`src/rtl/pipe_pkg.sv`:
```
// rtl/pipe_pkg.sv - shared state encoding for the skid-buffered pipeline stage
//
// Purpose: state encoding for pipe_stage_skid. The encodings equal the number
// of held beats so the state register doubles as the occupancy output.
package pipe_pkg;

  typedef enum logic [1:0] {
    ST_EMPTY = 2'd0,
    ST_ONE   = 2'd1,
    ST_TWO   = 2'd2
  } state_e;

endpackage

```
`src/rtl/pipe_stage_skid_sat_counter.sv`:
```
// rtl/pipe_stage_skid_sat_counter.sv - saturating event counter
//
// Purpose: counts cycles with inc=1 and sticks at all-ones. Only reset clears it.
// Ports:
//   clock  in   rising-edge clock
//   reset  in   synchronous active-high clear
//   inc    in   count this cycle
//   count  out  W-bit saturating count
module sat_counter #(
  parameter int W = 16
) (
  input  logic         clock,
  input  logic         reset,
  input  logic         inc,
  output logic [W-1:0] count
);

  logic [W-1:0] count_q;
  logic [W-1:0] count_d;

  always_comb begin
    count_d = count_q;
    if (inc && (count_q != {W{1'b1}})) begin
      count_d = count_q + {{(W-1){1'b0}}, 1'b1};
    end
  end

  always_ff @(posedge clock) begin
    if (reset) begin
      count_q <= '0;
    end else begin
      count_q <= count_d;
    end
  end

  assign count = count_q;

endmodule

```
`src/rtl/pipe_stage_skid.sv`:
```
// rtl/pipe_stage_skid.sv - generic pipeline stage with 2-entry skid buffer
//
// Purpose: registers a control bundle and a data bundle between pipeline
// stages with valid/ready back-pressure, flush and bubble handling. Control
// is always zero in an empty slot so a bubble never commits side effects.
// Ports:
//   clock, reset        rising-edge clock, synchronous active-high reset
//   flush               empty the stage at the next edge
//   in_valid/in_ready   upstream handshake; in_ctrl/in_data upstream beat
//   out_valid/out_ready downstream handshake; out_ctrl/out_data held beat
//   occupancy           held beats (0..2)
//   stall_cnt           saturating count of out_valid & ~out_ready cycles
//   flush_cnt           saturating count of flush & ~reset cycles
module pipe_stage_skid
  import pipe_pkg::*;
#(
  parameter int CTRL_W     = 16,
  parameter int DATA_W     = 128,
  parameter int CLEAR_DATA = 1,
  parameter int CNT_W      = 16
) (
  input  logic              clock,
  input  logic              reset,
  input  logic              flush,
  input  logic              in_valid,
  output logic              in_ready,
  input  logic [CTRL_W-1:0] in_ctrl,
  input  logic [DATA_W-1:0] in_data,
  output logic              out_valid,
  input  logic              out_ready,
  output logic [CTRL_W-1:0] out_ctrl,
  output logic [DATA_W-1:0] out_data,
  output logic [1:0]        occupancy,
  output logic [CNT_W-1:0]  stall_cnt,
  output logic [CNT_W-1:0]  flush_cnt
);

  state_e state_q, state_d;

  logic [CTRL_W-1:0] main_ctrl_q, skid_ctrl_q;
  logic [DATA_W-1:0] main_data_q, skid_data_q;

  logic in_fire, out_fire;
  logic load_main_in, load_main_skid, load_skid, clr_main, clr_skid;

  assign in_fire  = in_valid & in_ready;
  assign out_fire = out_valid & out_ready;

  // State register
  always_ff @(posedge clock) begin
    if (reset) begin
      state_q <= ST_EMPTY;
    end else begin
      state_q <= state_d;
    end
  end

  // Next state and datapath steering
  always_comb begin
    state_d        = state_q;
    load_main_in   = 1'b0;
    load_main_skid = 1'b0;
    load_skid      = 1'b0;
    clr_main       = 1'b0;
    clr_skid       = 1'b0;
    if (flush) begin
      state_d  = ST_EMPTY;
      clr_main = 1'b1;
      clr_skid = 1'b1;
    end else begin
      case (state_q)
        ST_EMPTY: begin
          if (in_fire) begin
            state_d      = ST_ONE;
            load_main_in = 1'b1;
          end
        end
        ST_ONE: begin
          if (in_fire && out_fire) begin
            load_main_in = 1'b1;
          end else if (in_fire) begin
            state_d   = ST_TWO;
            load_skid = 1'b1;
          end else if (out_fire) begin
            state_d  = ST_EMPTY;
            clr_main = 1'b1;
          end
        end
        ST_TWO: begin
          // Skid beat moves up only when the main beat leaves, preserving order.
          if (out_fire) begin
            state_d        = ST_ONE;
            load_main_skid = 1'b1;
            clr_skid       = 1'b1;
          end
        end
        default: begin
          state_d  = ST_EMPTY;
          clr_main = 1'b1;
          clr_skid = 1'b1;
        end
      endcase
    end
  end

  // Handshake outputs depend only on registered state, reset and flush,
  // never on out_ready.
  always_comb begin
    in_ready  = ~reset & ~flush & (state_q != ST_TWO);
    out_valid = (state_q != ST_EMPTY);
    occupancy = state_q;
  end

  // Main and skid registers. Control is cleared whenever a slot empties so
  // out_ctrl is zero on every bubble; data clearing is optional.
  always_ff @(posedge clock) begin
    if (reset) begin
      main_ctrl_q <= '0;
      main_data_q <= '0;
      skid_ctrl_q <= '0;
      skid_data_q <= '0;
    end else begin
      if (load_main_in) begin
        main_ctrl_q <= in_ctrl;
        main_data_q <= in_data;
      end else if (load_main_skid) begin
        main_ctrl_q <= skid_ctrl_q;
        main_data_q <= skid_data_q;
      end else if (clr_main) begin
        main_ctrl_q <= '0;
        if (CLEAR_DATA != 0) begin
          main_data_q <= '0;
        end
      end

      if (load_skid) begin
        skid_ctrl_q <= in_ctrl;
        skid_data_q <= in_data;
      end else if (clr_skid) begin
        skid_ctrl_q <= '0;
        if (CLEAR_DATA != 0) begin
          skid_data_q <= '0;
        end
      end
    end
  end

  assign out_ctrl = main_ctrl_q;
  assign out_data = main_data_q;

  sat_counter #(.W(CNT_W)) u_stall_cnt (
    .clock (clock),
    .reset (reset),
    .inc   (out_valid & ~out_ready),
    .count (stall_cnt)
  );

  sat_counter #(.W(CNT_W)) u_flush_cnt (
    .clock (clock),
    .reset (reset),
    .inc   (flush & ~reset),
    .count (flush_cnt)
  );

endmodule

```
`config.mk`:
```
export PLATFORM = sky130hd
export DESIGN_NAME = pipe_stage_skid
export DESIGN_NICKNAME = d
export VERILOG_FILES = /design/src/rtl/pipe_pkg.sv /design/src/rtl/pipe_stage_skid_sat_counter.sv /design/src/rtl/pipe_stage_skid.sv
export SDC_FILE = /design/constraint.sdc
export NUM_CORES = 1
export LEC_CHECK = 0
export ABC_AREA = 0
export CAP_MARGIN = 20
export CORE_MARGIN = 1.5
export CORE_UTILIZATION = 52
export DETAILED_ROUTE_END_ITERATION = 7
export GPL_TIMING_DRIVEN = 1
export PLACE_DENSITY = 0.85
export SLEW_MARGIN = 20
export SYNTH_ARGS = -nofsm -noshare
export SYNTH_HDL_FRONTEND = slang
export SYNTH_SLANG_ARGS = --single-unit
```
`constraint.sdc`:
```
create_clock -name clock -period 2.6 [get_ports clock]
set_clock_uncertainty 0.05 [all_clocks]
set_input_delay 0.52 -clock clock [delete_from_list [all_inputs] [get_ports clock]]
set_output_delay 0.52 -clock clock [all_outputs]
set_load 0.02 [all_outputs]
```
**Word level (Yosys, flattened, before mapping)**

Index checks and enable logic that the tools add are counted.

- ROM bits: 0
- Register bits after elaboration: 322
- Output and inout port bits: 180
- Bits in writable memories: 0
- Memories: 0
- Bits in latches: 0

- Shift operators: 0
- Bitwise operators: 9
- Div/mod/pow operators: 0
- Mux-type cells: 32
- Eq/ne operators: 9
- $add $sub $neg: 2
- Multipliers: 0
- Order comparisons: 0
- Reductions and logical operators: 11

Operators by type and width:

| kind | number |
|---|---|
| 2-to-1 mux 128 bit | 5 |
| 2-to-1 mux 16 bit | 5 |
| adder 16 x 1 -> 16 bit (second input constant) | 2 |
| inequality test 16 bit (second input constant) | 2 |
| 2-to-1 mux 1 bit | 13 |
| 2-to-1 mux 2 bit | 5 |
| inequality test 2 bit (second input constant) | 4 |
| AND 1 bit | 6 |
| case mux 1 bit (2 select lines) | 3 |
| case mux 2 bit (3 select lines) | 1 |
| OR reduction 2 bit | 3 |
| AND reduction 4 bit | 1 |
| nonzero test 2 bit | 2 |
| logical AND 1 bit | 3 |
| inequality test 3 bit (second input constant) | 1 |
| inverter 1 bit | 3 |
| nonzero test 3 bit | 1 |
| equality test 2 x 1 -> 1 bit (second input constant) | 1 |
| equality test 2 bit (second input constant) | 1 |
| zero test 2 bit | 1 |

**Longest topological paths before layout**

- Depth in word-level cells: 11
- Depth in mapped cells: 8

**By module**

A second synthesis with hierarchy kept.

- Cells, all modules: 1364
- Area total of the unflattened synthesis: 12834.8 um2

By module, submodules not included:

| module | area each (um2) | times used | sequential area each (um2) | cells each |
|---|---|---|---|---|
| pipe_stage_skid | 11138.2 | 1 | 5805.6 | 1166 |
| sat_counter | 848.3 | 2 | 320.3 | 99 |

**Worst setup path after synthesis**

No wires, ideal clock.

- Path type: in2out
- Start point: input reset
- End point: output in_ready
- Path buffers: 3
- Stages on the path: 4
- Arrival: 1.566 ns
- Slack: 0.464 ns
- Cells stage by stage: buf_2 clkbuf_1 clkbuf_1 nor3_1

- Word-level cells in the longest chain between the ends: 3

RTL lines:

| element | RTL line | text |
|---|---|---|
| from (decl) | pipe_stage_skid.sv:23 | `input logic reset,` |
| inverter 1 bit | pipe_stage_skid.sv:109 | `in_ready = ~reset & ~flush & (state_q != ST_TWO);` |
| AND 1 bit (2 in series) | pipe_stage_skid.sv:109 |  |
| to (decl) | pipe_stage_skid.sv:26 | `output logic in_ready,` |

Every way passes these cells.

**Worst setup path in the final report**

- Start point: register state_q[0], in the netlist occupancy[0]
- End point: output out_valid

- Word-level cells in the longest chain between the ends: 1

RTL lines:

| element | RTL line | text |
|---|---|---|
| from (decl) | pipe_stage_skid.sv:38 | `state_e state_q, state_d;` |
| from (signal assigned) | pipe_stage_skid.sv:54 | `state_q <= state_d;` |
| nonzero test 2 bit | pipe_stage_skid.sv:110 | `out_valid = (state_q != ST_EMPTY);` |
| to (decl) | pipe_stage_skid.sv:29 | `output logic out_valid,` |

Every way passes these cells.

==> flow_metrics.py <==
metrics = {
    "outcome": {
        "run_status": "finished clean",
    },
    "die": {
        "height_of_the_die_um": 156,
        "io_pins": 329,
        "effective_utilization_at_floorplan": 0.532,
        "core-area_mm2": 0.0228,
        "die_area_mm2": 0.0242,
        "rows": 55,
        "die-width_um": 156,
    },
    "setup_path": {
        "max_stage_delay_ns": 0.54,
        "critical_path.top_delay_family": "buffers and inverters",
        "worst_r2r_path_depth": 4,
        "critPathArrivalTime_ns": 1.78,
        "setup.reg_to_reg.worst_slack_ns": 0.52,
        "worstSetupStartpointType": "register",
        "cp_max_fo": 9,
        "cp-end-kind": "output port",
        "r2r_start": "u_stall_cnt.count[2]",
        "critical_path_class": "reg2out",
        "cp_cell_instances": "or2_2, clkdlybuf4s50_1",
        "required_ns": 2.03,
        "worst_r2r_endpoint": "u_stall_cnt.count[8]",
        "critPathSlowestCell": "sky130_fd_sc_hd__clkdlybuf4s50_1",
        "critical_path.n_buffers_inverters": 1,
    },
    "synth": {
        "yosysUniqueCellTypes": 51,
        "synth_top_cell_by_area": "sky130_fd_sc_hd__dfxtp_1",
        "synthArstFlopShare": 0,
        "post_syn_instances": 1200,
        "fraction_of_post_synthesis_cell_area_in_the_top_cell_type_by_area": 0.532,
        "synth_commonest_cells": "sky130_fd_sc_hd__dfxtp_1 (322), sky130_fd_sc_hd__a22oi_1 (288), sky130_fd_sc_hd__nor2_1 (155)",
        "synth_most_common_cell": "sky130_fd_sc_hd__dfxtp_1",
        "number_of_enable_flip_flop_cells_after_synthesis": 0,
        "avgSynthCellArea_um2": 10.1,
        "yosys_most_used_dff": "sky130_fd_sc_hd__dfxtp_1",
        "synth_sequential_area_ratio": 0.532,
        "yosysWarningCount": 0,
        "synth.ff_latch_count": 322,
        "post_synth_main_area_contributors": "sky130_fd_sc_hd__dfxtp_1 (53%), sky130_fd_sc_hd__a22oi_1 (18%), sky130_fd_sc_hd__o2bb2ai_1 (10%), sky130_fd_sc_hd__nor2_1 (4.8%), sky130_fd_sc_hd__clkbuf_1 (2.5%)",
        "postSynthNetCount": 1351,
        "synthesis.area_mm2": 0.0121,
    },
    "timing": {
        "fmax_mhz": 425,
        "fin_hold_ws_ns": 0.200,
        "rsz0062_at_grt": "no",
        "slew-limit-headroom": 0.367,
        "timing_worst_slew_pin_value_ns": 0.950,
        "fin_crit_sh": 0.904,
        "hold_violations": 0,
        "layout_min_cycle_time_ns": 2.35,
        "fin_tns_setup_ns": 0,
        "timing.final.max_slew_violations": 0,
        "setup_viol": 0,
    },
    "min_path": {
        "hold_depth": 2,
        "hold_path.class": "in2reg",
        "timing.hold.worst_endpoint": "u_flush_cnt.count[15]",
        "worst_hold_startpoint": "reset",
    },
    "power_and_ir_drop": {
        "power_density_mw_per_mm2": 605,
        "static-leakage-power_nw": 5.51,
        "ir_drop_worst_case_vdd_mv": 0.512,
    },
    "placed_design": {
        "place.port_buffers": 328,
        "placed_cells_incl_taps": 1762,
        "dpl_cell_area_mm2": 0.0159,
        "detailed_place_hpwl_um": 22700,
        "final_replace_weighted_congestion": 0.838,
    },
    "route": {
        "drt_iter0_drcs": 1049,
        "number_of_remaining_drc_errors": 0,
        "vias_per_cell": 6.09,
        "drt.antenna.violating_nets": 0,
        "route.final.wire_length_um": 35300,
        "route.detailed.wl_per_inst_um": 19.5,
        "firstDrtPassIters": 5,
        "vias": 11000,
    },
    "layout": {
        "final_net_count": 1633,
        "drive_gt1_frac": 0.0727,
        "stdcell_area_mm2": 0.0169,
        "area_delta_synth_final_pct": 39.1,
        "post_layout_nonfiller_instances": 1813,
    },
    "clocking": {
        "ctsRootBufferMaster": "sky130_fd_sc_hd__clkbuf_16",
        "cts_buffers": 31,
        "cts_tree": "yes",
        "htree_levels": 1,
        "worstSkewPairLatency_ns": 0.55,
        "ctsLongestPathBuffers": 3,
        "cts.sink_count": 322,
        "clkSlewWorstSetupHoldPaths_ns": 0.06,
    },
    "grt": {
        "grt_pass1_wl_um": 55400,
        "first_global_vias": 10600,
        "grt-ovfl-total": 0,
        "grt_max_degree": 111,
        "grt_usage": 0.277,
        "grt_antenna_before_repair": 1,
    },
    "run": {
        "max_cap_viol_count": 0,
    },
}
==> sequential cells by signal (all words and copies together) (netlist names) <==
| signal | count |
|---|---|
| skid_ctrl_q | 16 |
| u_flush_cnt.count | 16 |
| u_stall_cnt.count | 16 |
| skid_data_q | 128 |
| out_data | 128 |
| occupancy | 2 |
| out_ctrl | 16 |
==> layer usage <==
metal / wire length (µm) / up-vias / GRT usage
met3: 2850 / 61 / 0.0697
li1: - / 5206 / -
met1: 14200 / 5332 / 0.340
met4: 938 / 0 / 0.0880
met5: 0 / - / 0
met2: 17300 / 440 / 0.477
==> cell type report <==
cell class                      count  area, µm²
Sequential cell                   322       6450
Tap cell                          313        392
Multi-Input combinational cell    752       5170
Clock buffer                       44        905
Inverter                            5       18.8
Antenna cell                        1       2.50
Fill cell                        1577       5920
Timing Repair Buffer              370       3860
Clock inverter                      6       57.6
==> kinds of logic after synthesis <==
| family | Yosys count | share of synthesized area |
|---|---|---|
| AOI/OAI and AO/OA | 487 | 0.315 |
| and+or+nand+nor | 253 | 0.0995 |
| buffers and inverters | 126 | 0.0434 |
| DFF | 322 | 0.532 |
| adders and majority gates | 2 | 0.00206 |
| xor gates and xnor gates | 2 | 0.00145 |
| muxes | 8 | 0.00692 |
==> what timing repair did <==
action,CTS,global route
gates resized for setup,2,1
endpoints found under the setup margin,1,1
buffers inserted,0,0
endpoints found under the hold margin,0,0
hold buffers,0,0
==> cells in the final DEF (no fill, tap or decap), types with 2 or more instances in the layout <==
cell	netlist	routed
sky130_fd_sc_hd__o21a_1	2	2
sky130_fd_sc_hd__clkbuf_8	0	8
sky130_fd_sc_hd__ha_1	2	2
sky130_fd_sc_hd__clkdlybuf4s50_1	0	326
sky130_fd_sc_hd__o311ai_0	3	3
sky130_fd_sc_hd__nand4_1	5	5
sky130_fd_sc_hd__dfxtp_1	322	320
sky130_fd_sc_hd__mux2i_1	5	5
sky130_fd_sc_hd__nand3_1	11	11
sky130_fd_sc_hd__o41ai_1	5	5
sky130_fd_sc_hd__a211oi_1	2	2
sky130_fd_sc_hd__or2_2	4	4
sky130_fd_sc_hd__buf_4	1	22
sky130_fd_sc_hd__o21ai_0	4	4
sky130_fd_sc_hd__a41oi_1	2	2
sky130_fd_sc_hd__clkbuf_1	81	5
sky130_fd_sc_hd__clkinv_2	0	4
sky130_fd_sc_hd__buf_12	0	20
sky130_fd_sc_hd__a21oi_1	18	18
sky130_fd_sc_hd__or3_1	5	5
sky130_fd_sc_hd__mux2_2	3	3
sky130_fd_sc_hd__nor2_1	155	155
sky130_fd_sc_hd__nor4_1	11	11
sky130_fd_sc_hd__and3_1	6	6
sky130_fd_sc_hd__nor3_1	8	8
sky130_fd_sc_hd__dfxtp_2	0	2
sky130_fd_sc_hd__inv_1	4	4
sky130_fd_sc_hd__o2bb2ai_1	144	144
sky130_fd_sc_hd__clkbuf_16	0	31
sky130_fd_sc_hd__a22oi_1	288	288
sky130_fd_sc_hd__nor2b_1	6	6
sky130_fd_sc_hd__o31ai_1	12	12
sky130_fd_sc_hd__nand2_1	16	16
sky130_fd_sc_hd__or4_1	14	14
==> through the flow <==
stage / power (mW) / setup slack (ns) / util
after global routing: 10.5 / 0.211 / 0.740
after detailed placement: 5.98 / 0.0504 / 0.697
after floorplan: 5.48 / 0.464 / -
final: 10.2 / 0.249 / 0.740
after global placement: 5.97 / 0.103 / 0.697
after CTS: 10.2 / 0.0645 / 0.740
==> power by group <==
group | total (mW) | switching [mW] | internal [mW]
logic | 0.846 | 0.426 | 0.420
clock network | 4.31 | 1.83 | 2.48
registers | 5.03 | 0.0409 | 4.99
total | 10.2 | 2.30 | 7.89
==> worst max-delay path by stage <==
stage / depth (start not counted) / from / slack, ns / end
after CTS: 3 / occupancy[0] / 0.06 / in_ready
final: 2 / occupancy[0] / 0.25 / out_valid
after detailed placement: 6 / out_ready / 0.05 / out_data[24]
after global placement: 5 / out_ready / 0.10 / u_stall_cnt.count[11]
after global routing: 2 / occupancy[0] / 0.21 / out_valid
after floorplan: 4 / reset / 0.46 / in_ready
(Power assumes the default switching activity.)
==> edit 1, RTL diff (same flow settings) <==
Set the parameter `CLEAR_DATA` to 0 (it was 1).
--- a/src/rtl/pipe_stage_skid.sv
+++ b/src/rtl/pipe_stage_skid.sv
@@ -18,3 +18,3 @@
   parameter int DATA_W     = 128,
-  parameter int CLEAR_DATA = 1,
+  parameter int CLEAR_DATA = 0,
   parameter int CNT_W      = 16
Function: changed (a bounded check fails within 4 cycles, from zero or initial values and one cycle with reset high).
==> edit 1 against the original RTL <==
Area after synthesis up 6.8%. Sequential cell count unchanged. Global-route usage is 1.0 points lower. Combinational power is 25% higher. Setup slack worse by 110 ps. First-iteration DRC count down 2.9%. Via count rose by 8.0%. Critical path depth increased by 1. Final area rose by 5.7%. Power grew 9.7%. Wire length grew 1.9%. Critical endpoint is now in_ready. Largest cell class unchanged. Largest power group unchanged.
==> edit 1: results (changes against the original RTL) <==
[sta]
whs_ps = 237  ; +37.3 ps
fin_crit_sh_pct = 94.7  ; +4.3 points
slew_headroom_pct = 51.5  ; +15 points

[yosys]
synth.cells.most_frequent = dfxtp_1 (322), nand2_1 (268), nor2_1 (160), a21oi_1 (145), mux2i_1 (133)
netlist_top_cells_area = dfxtp_1 (50%), mux2i_1 (10%), nand2_1 (7.8%), a211oi_1 (7.7%), a21oi_1 (5.6%)
synth.avg_cell_area_um2 = 8.89  ; -12%
synth_nets = 1608  ; +19%

[setup_path]
timing.rr.start = u_stall_cnt.count[1]
cp_max_fo = 6  ; -3
r2r_slack_ps = 590  ; +70 ps
r2r.worst_path.cells = 5  ; +1
cp.arrival_ps = 1890  ; +110 ps

[layout]
nClkBuffers = 47  ; +6.8%
nets = 1897  ; +16%
fin_cells = 2092  ; +15%
drive_above_1_share_pct = 6.63  ; -0.65 points
fillers = 1766  ; +12%
nNonClkBuffers = 375  ; +1.4%
multi_input_area_share_pct = 33.2  ; +2.5 points
diodes = 2  ; +1

[outcome]
status = complete, no violations

[grt]
antenna_found_initial = 2  ; +1
grt_pass1_wl_mm = 57.5  ; +3.7%
grt_pass1_vias = 11540  ; +8.6%
track_usage_pct = 26.7  ; -1.0 points
grt_max_degree = 159  ; +43%

[power_and_ir_drop]
leakagePower_nw = 5.85  ; +6.2%

[placement]
dp_hpwl_mm = 23.3  ; +2.9%
dp_slack_ps = 60.0  ; +9.53 ps
finalWeightedCongestion = 0.832  ; -0.66%

[hold_path]
min_to = skid_data_q[126]

[route]
via_per_inst = 5.70  ; -6.4%
first_iter_violations = 1019  ; -2.9%

[floorplan]
dieArea_um2 = 25900  ; +6.7%

[clock_network]
h-tree-depth = 2  ; +1
cts-buffers-inserted = 35  ; +13%

## edit 1: cell types whose count changed after synthesis, moves of 12 or more
| cell | before | now |
|---|---|---|
| nand2_1 | 16 | 268 |
| a22oi_1 | 288 | 32 |
| mux2i_1 | 5 | 133 |
| a21oi_1 | 18 | 145 |
| a211oi_1 | 2 | 132 |
| o2bb2ai_1 | 144 | 16 |
| buf_2 | 39 | 27 |
## edit 1: timing repair
item                       in CTS  in global routing
gates resized for setup         0                  2
hold buffers                    0                  0
setup endpoints to repair       0                  1
## edit 1: per-layer routing
layer / vias to the layer above / track usage [%] / routed length [um]
met3: 86 / 6.38 / 2640
met1: 5707 / 32.2 / 14600
li1: 5709 / - / -
met4: 0 / 11.4 / 1340
met2: 416 / 45.3 / 17400
met5: - / 0 / 0
## edit 1: cell families (layout without fill, tap and decap cells)
| family | after synthesis | after routing | share of synthesized area [%] |
|---|---|---|---|
| and+or+nand+nor | 505 | 505 | 16.2 |
| buffers and inverters | 128 | 437 | 4.68 |
| other | 0 | 2 | 0 |
| DFF | 322 | 322 | 49.8 |
| xor gates and xnor gates | 1 | 1 | 0.0677 |
| muxes | 137 | 137 | 10.6 |
| adders and majority gates | 2 | 2 | 0.193 |
| AOI/OAI and AO/OA | 362 | 362 | 18.4 |
## edit 1: power breakdown
| part | total (mW) | switching [mW] | internal, mW |
|---|---|---|---|
| Sequential | 5.14 | 0.0762 | 5.06 |
| Combinational | 1.06 | 0.526 | 0.534 |
| Clock | 4.98 | 1.94 | 3.05 |
| Total | 11.2 | 2.54 | 8.64 |
==> edit 2, RTL diff (same flow settings) <==
Made on the original files. Put a register stage on the output `flush_cnt`, cleared by the reset. The value now appears one clock later. The other outputs are not delayed to match. Comments in the files are not updated.
--- a/src/rtl/pipe_stage_skid.sv
+++ b/src/rtl/pipe_stage_skid.sv
@@ -36,2 +36,4 @@
 );
+
+  logic [CNT_W-1:0] flush_cnt_d;
 
@@ -161,4 +163,12 @@
     .inc   (flush & ~reset),
-    .count (flush_cnt)
+    .count (flush_cnt_d)
   );
+
+  always_ff @(posedge clock) begin
+    if (reset) begin
+      flush_cnt <= '0;
+    end else begin
+      flush_cnt <= flush_cnt_d;
+    end
+  end
 
Function: not settled (the Yosys comparison gave no result); the edit may change what the design does.
==> edit 2 against the original RTL <==
Final area rose by 3.4%. Wire length rose by 5.2%. Setup slack got worse by 170 ps. Worst hold slack improved by 64 ps. Sequential cell count rose by 16. Via count rose by 2.6%. Synthesized cell count rose by 2.0%. Area after synthesis rose by 3.0%. Sequential share of layout area rose by 0.55 points. Power rose by 11%. Count of clock-buffer cells in the layout rose by 3. Register-to-register slack got worse by 90 ps. Critical path type unchanged. Critical endpoint is now in_ready. Highest routed layer unchanged.
==> edit 2: results (changes against the original RTL) <==
[route]
first_iter_violations = 949  ; -9.5%
wirelength_mm = 37.1  ; +5.2%
drt-pass1-iter-count = 8  ; +3
vias = 11325  ; +2.6%

[sta]
tightest_slew_ps = 864  ; -85.3 ps
whs_ps = 263  ; +63.9 ps
fin_crit_sh_pct = 96.9  ; +6.5 points

[placement]
dp_cells = 1791  ; +1.6%
dp_slack_ps = 41.6  ; -8.82 ps
finalWeightedCongestion = 0.874  ; +4.3%
dp_hpwl_mm = 23.3  ; +2.9%

[setup_path]
rr_endpoint = u_stall_cnt.count[12]
cp_max_fo = 10  ; +1
r2r_slack_ps = 430  ; -90 ps
cp.arrival_ps = 1950  ; +170 ps

[clock_network]
cts-buffers-inserted = 35  ; +13%
clock_latency_ps = 500  ; -50 ps
h-tree-depth = 2  ; +1

[yosys]
synth.cells.most_frequent = dfxtp_1 (338), a22oi_1 (288), nor2_1 (171), o2bb2ai_1 (144), clkbuf_1 (72)
netlist_top_cells_area = dfxtp_1 (54%), a22oi_1 (17%), o2bb2ai_1 (10%), nor2_1 (5.1%), clkbuf_1 (2.2%)
ys_types = 50  ; -2.0%
seq_area_frac_synth_pct = 54.2  ; +1.0 points
synth_nets = 1375  ; +1.8%

[grt]
grt_max_degree = 173  ; +56%
grt_pass1_wl_mm = 57.5  ; +3.8%

[layout]
drive_above_1_share_pct = 7.96  ; +0.69 points
fillers = 1642  ; +4.1%
fin_cells = 1853  ; +2.2%
nets = 1660  ; +1.7%

[outcome]
status = complete, no violations

[hold_path]
min_to = skid_data_q[80]

==> edit 2: cells by family after synthesis <==
logic type                 share of synthesized area (%)
AOI/OAI and AO/OA                                   29.5
adders and majority gates                          0.200
buffers and inverters                               4.56
DFF                                                 54.2
muxes                                               1.48
and+or+nand+nor                                     10.1
==> edit 2: power by group through the flow <==
stage	clock network [mW]	registers, mW	logic, mW
finish	5.14	5.28	0.842
global route	5.42	5.28	0.892
CTS	5.20	5.28	0.839
detailed placement	0	5.39	0.832
global placement	0	5.39	0.820
floorplan	0	5.44	0.288
==> edit 2: worst max path at each step <==
stage                     slack, ps      endpoint  cells after the start          from
after floorplan                 290      in_ready                      5         reset
after global placement          120      in_ready                      3         flush
after detailed placement         40  out_data[99]                      7         flush
after CTS                        40      in_ready                      3  occupancy[1]
after global routing             10      in_ready                      3  occupancy[1]
final                            80      in_ready                      3  occupancy[1]
==> edit 2: cell type report <==
class	count	area [um^2]	area share [%]
sequential	338	6770	38.8
clock inverter	14	179	1.03
tap	319	399	2.29
timing repair buffer	369	3860	22.2
multi-input combinational	754	5180	29.7
antenna	1	2.50	0.0144
clock buffer	47	1000	5.76
inverter	11	41.3	0.237
==> edit 2: per-layer routing <==
layer | vias up | GRT usage, % | part of all wire [%] | wire length, um
met1 | 5506 | 35.8 | 40 | 14800
met2 | 467 | 46.6 | 48 | 17700
met4 | 0 | 11.8 | 4.0 | 1490
met5 | - | 0 | 0 | 0
met3 | 109 | 8.43 | 8.3 | 3080
li1 | 5243 | - | - | -
